File: config.mk
export PLATFORM = sky130hd
export DESIGN_NAME = seg7_scroll_mux
export DESIGN_NICKNAME = d
export VERILOG_FILES = /design/src/rtl/seg7_scroll_mux.sv
export SDC_FILE = /design/constraint.sdc
export NUM_CORES = 1
export LEC_CHECK = 0
export BUFFER_PORTS_ARGS = -buffer_cell sky130_fd_sc_hd__buf_4
export CORE_MARGIN = 2
export CORE_UTILIZATION = 47
export CTS_CLUSTER_DIAMETER = 120
export CTS_CLUSTER_SIZE = 28
export DETAILED_ROUTE_END_ITERATION = 8
export PLACE_DENSITY = 0.63
export SLEW_MARGIN = 5
export SYNTH_ARGS = -nofsm -noshare
export SYNTH_HDL_FRONTEND = slang
export SYNTH_SLANG_ARGS = --single-unit
File: constraint.sdc
create_clock -name clk_2 -period 7.8 [get_ports clk_2]
set_clock_uncertainty 0.05 [all_clocks]
set_input_delay 0.39 -clock clk_2 [delete_from_list [all_inputs] [get_ports clk_2]]
set_output_delay 0.39 -clock clk_2 [all_outputs]
set_load 0.01 [all_outputs]
File: src/rtl/seg7_scroll_mux.sv
// rtl/seg7_scroll_mux.sv - multiplexed seven-segment message display with static, scroll, blink and blank modes
module seg7_scroll_mux #(
    parameter int NDIGITS     = 4,
    parameter int DEPTH       = 16,
    parameter int REFRESH_DIV = 1000,
    parameter int SCROLL_DIV  = 500000
) (
    input  logic                       clk_2,
    input  logic                       reset_n,
    input  logic                       wr_valid,
    input  logic [5:0]                 wr_code,
    output logic                       wr_ready,
    input  logic                       clear,
    input  logic [1:0]                 mode,
    output logic [7:0]                 SEG,
    output logic [NDIGITS-1:0]         AN,
    output logic [$clog2(DEPTH+1)-1:0] count,
    output logic                       full,
    output logic                       empty
);

    localparam int CW = $clog2(DEPTH + 1);
    localparam int AW = (DEPTH > 1) ? $clog2(DEPTH) : 1;
    localparam int RW = (REFRESH_DIV > 1) ? $clog2(REFRESH_DIV) : 1;
    localparam int SW = (SCROLL_DIV > 1) ? $clog2(SCROLL_DIV) : 1;
    localparam int DW = (NDIGITS > 1) ? $clog2(NDIGITS) : 1;
    // Wide enough for offset + digit, which stays below twice the longest virtual length.
    localparam int VW = $clog2(2 * (DEPTH + NDIGITS));

    typedef enum logic [1:0] {
        MODE_STATIC = 2'd0,
        MODE_SCROLL = 2'd1,
        MODE_BLINK  = 2'd2,
        MODE_BLANK  = 2'd3
    } mode_t;

    logic [5:0]         msg_buf [DEPTH];
    logic [RW-1:0]      ref_cnt;
    logic [DW-1:0]      digit;
    logic [SW-1:0]      step_cnt;
    logic [1:0]         mode_q;
    logic               blink_on;
    logic [VW-1:0]      offset;

    logic               wr_fire;
    logic               ref_wrap;
    logic               step_pulse;
    logic               mode_chg;
    mode_t              mode_sel;
    logic [VW-1:0]      virt_len;
    logic [VW-1:0]      pos_sum;
    logic [VW-1:0]      virt_idx;
    logic               static_on;
    logic               scroll_on;
    logic [6:0]         static_glyph;
    logic [6:0]         scroll_glyph;
    logic [NDIGITS-1:0] an_onehot;
    logic [7:0]         seg_d;
    logic [NDIGITS-1:0] an_d;

    function automatic logic [6:0] decode(input logic [5:0] code);
        logic [6:0] g;
        case (code)
            6'd0:    g = 7'h3F;  6'd1:  g = 7'h06;  6'd2:  g = 7'h5B;  6'd3:  g = 7'h4F;
            6'd4:    g = 7'h66;  6'd5:  g = 7'h6D;  6'd6:  g = 7'h7D;  6'd7:  g = 7'h07;
            6'd8:    g = 7'h7F;  6'd9:  g = 7'h6F;  6'd10: g = 7'h77;  6'd11: g = 7'h7C;
            6'd12:   g = 7'h39;  6'd13: g = 7'h5E;  6'd14: g = 7'h79;  6'd15: g = 7'h71;
            6'd16:   g = 7'h77;  6'd17: g = 7'h7C;  6'd18: g = 7'h39;  6'd19: g = 7'h58;
            6'd20:   g = 7'h5E;  6'd21: g = 7'h79;  6'd22: g = 7'h71;  6'd23: g = 7'h6F;
            6'd24:   g = 7'h76;  6'd25: g = 7'h74;  6'd26: g = 7'h06;  6'd27: g = 7'h04;
            6'd28:   g = 7'h1E;  6'd29: g = 7'h38;  6'd30: g = 7'h54;  6'd31: g = 7'h3F;
            6'd32:   g = 7'h5C;  6'd33: g = 7'h73;  6'd34: g = 7'h67;  6'd35: g = 7'h50;
            6'd36:   g = 7'h6D;  6'd37: g = 7'h78;  6'd38: g = 7'h3E;  6'd39: g = 7'h1C;
            6'd40:   g = 7'h6E;  6'd41: g = 7'h63;
            default: g = 7'h40;
        endcase
        return g;
    endfunction

    assign full     = (count == CW'(DEPTH));
    assign empty    = (count == '0);
    assign wr_ready = !full;
    assign wr_fire  = wr_valid && wr_ready;

    always_ff @(posedge clk_2 or negedge reset_n) begin
        if (!reset_n) begin
            count <= '0;
        end else if (clear) begin
            count <= '0;
        end else if (wr_fire) begin
            count <= count + 1'b1;
        end
    end

    // Message storage carries no reset; count alone defines which entries are valid.
    always_ff @(posedge clk_2) begin
        if (wr_fire && !clear) begin
            msg_buf[AW'(count)] <= wr_code;
        end
    end

    assign ref_wrap = (ref_cnt == RW'(REFRESH_DIV - 1));

    always_ff @(posedge clk_2 or negedge reset_n) begin
        if (!reset_n) begin
            ref_cnt <= '0;
            digit   <= '0;
        end else if (ref_wrap) begin
            ref_cnt <= '0;
            digit   <= (digit == DW'(NDIGITS - 1)) ? '0 : digit + 1'b1;
        end else begin
            ref_cnt <= ref_cnt + 1'b1;
        end
    end

    assign mode_chg   = (mode != mode_q);
    assign step_pulse = (step_cnt == SW'(SCROLL_DIV - 1));

    always_ff @(posedge clk_2 or negedge reset_n) begin
        if (!reset_n) begin
            step_cnt <= '0;
            mode_q   <= MODE_STATIC;
            blink_on <= 1'b1;
        end else begin
            mode_q <= mode;
            if (mode_chg) begin
                step_cnt <= '0;
                blink_on <= 1'b1;
            end else if (step_pulse) begin
                step_cnt <= '0;
                blink_on <= !blink_on;
            end else begin
                step_cnt <= step_cnt + 1'b1;
            end
        end
    end

    // The message is followed by NDIGITS blank slots so it scrolls fully off before repeating.
    assign virt_len = VW'(count) + VW'(NDIGITS);

    always_ff @(posedge clk_2 or negedge reset_n) begin
        if (!reset_n) begin
            offset <= '0;
        end else if (clear || mode_chg || empty) begin
            offset <= '0;
        end else if (step_pulse) begin
            offset <= (offset >= virt_len - 1'b1) ? '0 : offset + 1'b1;
        end
    end

    assign mode_sel     = mode_t'(mode);
    assign pos_sum      = offset + VW'(digit);
    assign virt_idx     = (pos_sum >= virt_len) ? pos_sum - virt_len : pos_sum;
    assign static_on    = (VW'(digit) < VW'(count));
    assign scroll_on    = (virt_idx < VW'(count));
    assign static_glyph = decode(msg_buf[AW'(digit)]);
    assign scroll_glyph = decode(msg_buf[AW'(virt_idx)]);

    always_comb begin
        an_onehot        = '0;
        an_onehot[digit] = 1'b1;
    end

    always_comb begin
        seg_d = '0;
        an_d  = '0;
        case (mode_sel)
            MODE_STATIC: begin
                an_d = an_onehot;
                if (static_on) seg_d[6:0] = static_glyph;
            end
            MODE_SCROLL: begin
                an_d = an_onehot;
                if (scroll_on) begin
                    seg_d[6:0] = scroll_glyph;
                    seg_d[7]   = (virt_idx == '0);
                end
            end
            MODE_BLINK: begin
                if (blink_on) begin
                    an_d = an_onehot;
                    if (static_on) seg_d[6:0] = static_glyph;
                end
            end
            default: begin
                seg_d = '0;
                an_d  = '0;
            end
        endcase
    end

    always_ff @(posedge clk_2 or negedge reset_n) begin
        if (!reset_n) begin
            SEG <= '0;
            AN  <= '0;
        end else begin
            SEG <= seg_d;
            AN  <= an_d;
        end
    end

endmodule

==> results_dict.tcl <==
set metrics [dict create \
    reg2reg_from "digit[1]$_DFFE_PN0N_" \
    fin_crit_ns 6.255 \
    p_int_mw 1.404 \
    diodes 0 \
    clock-sinks 153 \
    ys.flop_type "edfxtp_1" \
    num_rows 49 \
    syn2layout_area_growth_pct 10.83 \
    utilization_pct 53.60 \
    ir_worst_vdd_v 0.0002001 \
    required_ns 8.05 \
    ios 32 \
    clock_path_buffers 2 \
    crit_type "reg2reg" \
    wire_per_inst_um 19.77 \
    ys_ff_latch 153 \
    cp_max_fo 37 \
    met3_usage_pct 4.000 \
    place_area_mm2 0.009080 \
    worstSkewPairLatency_ns 0.43 \
    setup_tns_ns 0 \
    finalPower_mw 1.921 \
    stdcell_area_mm2 0.009694 \
    finalSetupViolCount 0 \
    htree_levels 4 \
    async_reset_ff_share_pct 37.25 \
    drt_iter0_markers 726 \
    path_clk_slew_ns 0.06 \
    antenna_found_initial 0 \
    die_w_um 140.4 \
    start_util_pct 48.36 \
    final_nets 914 \
    synth_edf_count 96 \
    layout-drive-gt1-share_pct 12.34 \
    yosysWarnings 0 \
    grt_first_pass_wirelength_mm 34.64 \
    tightest_slew_ns 1.160 \
    pwr-share-comb_pct 10.6 \
    maxSlewViolCount 0 \
    drtAntennaViolNets 0 \
    rsz0062_at_grt "no" \
    grt_use_total_pct 22.41 \
    dpl.hpwl_mm 15.32 \
    syn_inst 834 \
    cts_tree "done" \
    relSlewSlack_pct 22.50 \
    finalCritPeriodShare_pct 80.20 \
    switching_power_uw 516.7 \
    crit_start "digit[1]$_DFFE_PN0N_" \
    power.leakage_nw 3.835 \
    status "complete, no violations" \
    power_density_mw_per_mm2 198.2 \
    p_sw_share_pct 26.90 \
    ys_seq_area_share_pct 49.28 \
    fillCellCount 1571 \
    grt_use_met2_pct 35.68 \
    hold_start "mode[0]" \
    top_usage_layer "met2" \
    dp_cells 1063 \
    cts_buffers 17 \
    dr.pass1.iters 6 \
    layout_setup_ws_ns 1.545 \
    syn_avg_cell_area_um2 10.49 \
    final-instance-count-excl-fill 1096 \
    preCtsSetupSlack_ns 1.601 \
    wl_mm 21.66 \
    fmax_mhz 159.9 \
    grt_overflow 0 \
    pwr-share-seq_pct 45.9 \
    root_buffer "clkbuf_16" \
    maxCapViolations 0 \
    portBuffers 31 \
    core-area_mm2 0.01809 \
    die_h_um 140.4 \
    worstSetupStartpointType "flop" \
    via_per_inst 5.922 \
    cp.arrival_ns 6.51 \
    end_kind "flop" \
    synth.net_count 894 \
    final_hold_viol_count 0 \
    whs_ns 0.06556 \
    first_global_vias 6385 \
    gp_congestion 0.8999 \
    via_count 6491 \
    layout_common_cells "113 x nand2_1, 96 x edfxtp_1, 66 x nor2_1" \
    grt_max_degree 58 \
    met1_usage_pct 31.22 \
    synth_cell_types 82 \
    drc 0 \
    clkPwrFrac_pct 43.5 \
    layout_commonest_cell "nand2_1" \
    cts_resized 0 \
    hold_class "in2reg" \
    syn_area_mm2 0.008747 \
    dieArea_mm2 0.01972 \
]
==> layout make-up <==
type	instances	area, µm²	area share [%]
Inverter	28	107.6	1.110
Clock inverter	15	178.9	1.846
Multi-Input combinational cell	616	4098	42.27
Timing Repair Buffer	38	287.8	2.969
Tap cell	229	286.5	2.956
Sequential cell	153	4310	44.46
Clock buffer	17	425.4	4.388
==> worst paths after layout <==
path	end	slack (ns)	cells past startpoint
setup / recovery	SEG[0]$_DFF_PN0_	1.54	19
hold / removal	mode_q[0]$_DFF_PN0_	0.07	1
setup reg to reg	SEG[0]$_DFF_PN0_	1.54	19
hold reg to reg	step_cnt[0]$_DFF_PN0_	0.44	1
max in group asynchronous	AN[1]$_DFF_PN0_	6.67	2
min in group asynchronous	step_cnt[12]$_DFF_PN0_	0.50	2
==> per-layer routing <==
metal	up-vias	routed length [µm]
met5	-	0
met2	223	10150
met1	3119	9953
li1	3106	-
met3	43	1093
met4	0	464
==> state kept, by name (all words and copies together), names as in the netlist, 4 cells and up <==
name and cells:
offset 6, msg_buf 96, AN 4, ref_cnt 10
SEG 8, step_cnt 19, count 5
==> worst max-delay path, stage by stage (launching register included) <==
cell and delay, ns:
dfrtp_1 0.75, ha_1 0.35, a21o_1 0.17, and3b_1 0.18
or2_2 0.27, ha_1 0.37, nand4_1 0.16, o22ai_2 0.28
o21ai_1 0.16, nand2_2 0.59, inv_2 0.33, a211oi_1 0.31
a311oi_1 0.13, nor4_4 0.61, inv_2 0.17, ha_1 0.36
o31ai_2 0.31, o21ai_1 0.10, o211a_1 0.15, a211o_1 0.28
==> power groups by stage <==
stage	clock (mW)	combinational (mW)	sequential, mW
final	0.835	0.204	0.882
after floorplan	0	0.134	0.899
after global routing	0.885	0.223	0.883
after global placement	0	0.197	0.899
after CTS	0.849	0.202	0.882
after detailed placement	0	0.200	0.899
==> cells in the mapped netlist, types with 22 or more instances <==
| cell | n | area (µm²) |
|---|---|---|
| o21ai_0 | 38 | 190.2 |
| a21oi_1 | 35 | 175.2 |
| xor2_1 | 22 | 192.7 |
| dfrtp_1 | 56 | 1401 |
| xnor2_1 | 22 | 192.7 |
| nand2_1 | 113 | 424.2 |
| and3_1 | 25 | 156.4 |
| nand3_1 | 31 | 155.2 |
| nor2_1 | 66 | 247.7 |
| inv_1 | 24 | 90.09 |
| ha_1 | 46 | 575.6 |
| edfxtp_1 | 96 | 2883 |
==> repair_timing <==
action / in CTS / in global routing
buffers inserted: 0 / 0
setup endpoints to repair: 0 / 0
hold buffers: 1 / 0
hold endpoints to repair: 3 / 0
==> logic make-up after synthesis <==
| kind of cell | synth area share [%] |
|---|---|
| AO/OA/AOI/OAI | 15.28 |
| AND/OR/NAND/NOR | 17.09 |
| multiplexers | 3.032 |
| XOR/XNOR | 4.406 |
| adder cells (fa/ha/maj) | 7.038 |
| buffers and inverters | 3.876 |
| flip-flops | 49.28 |
Power figures use the tool's default switching activity.
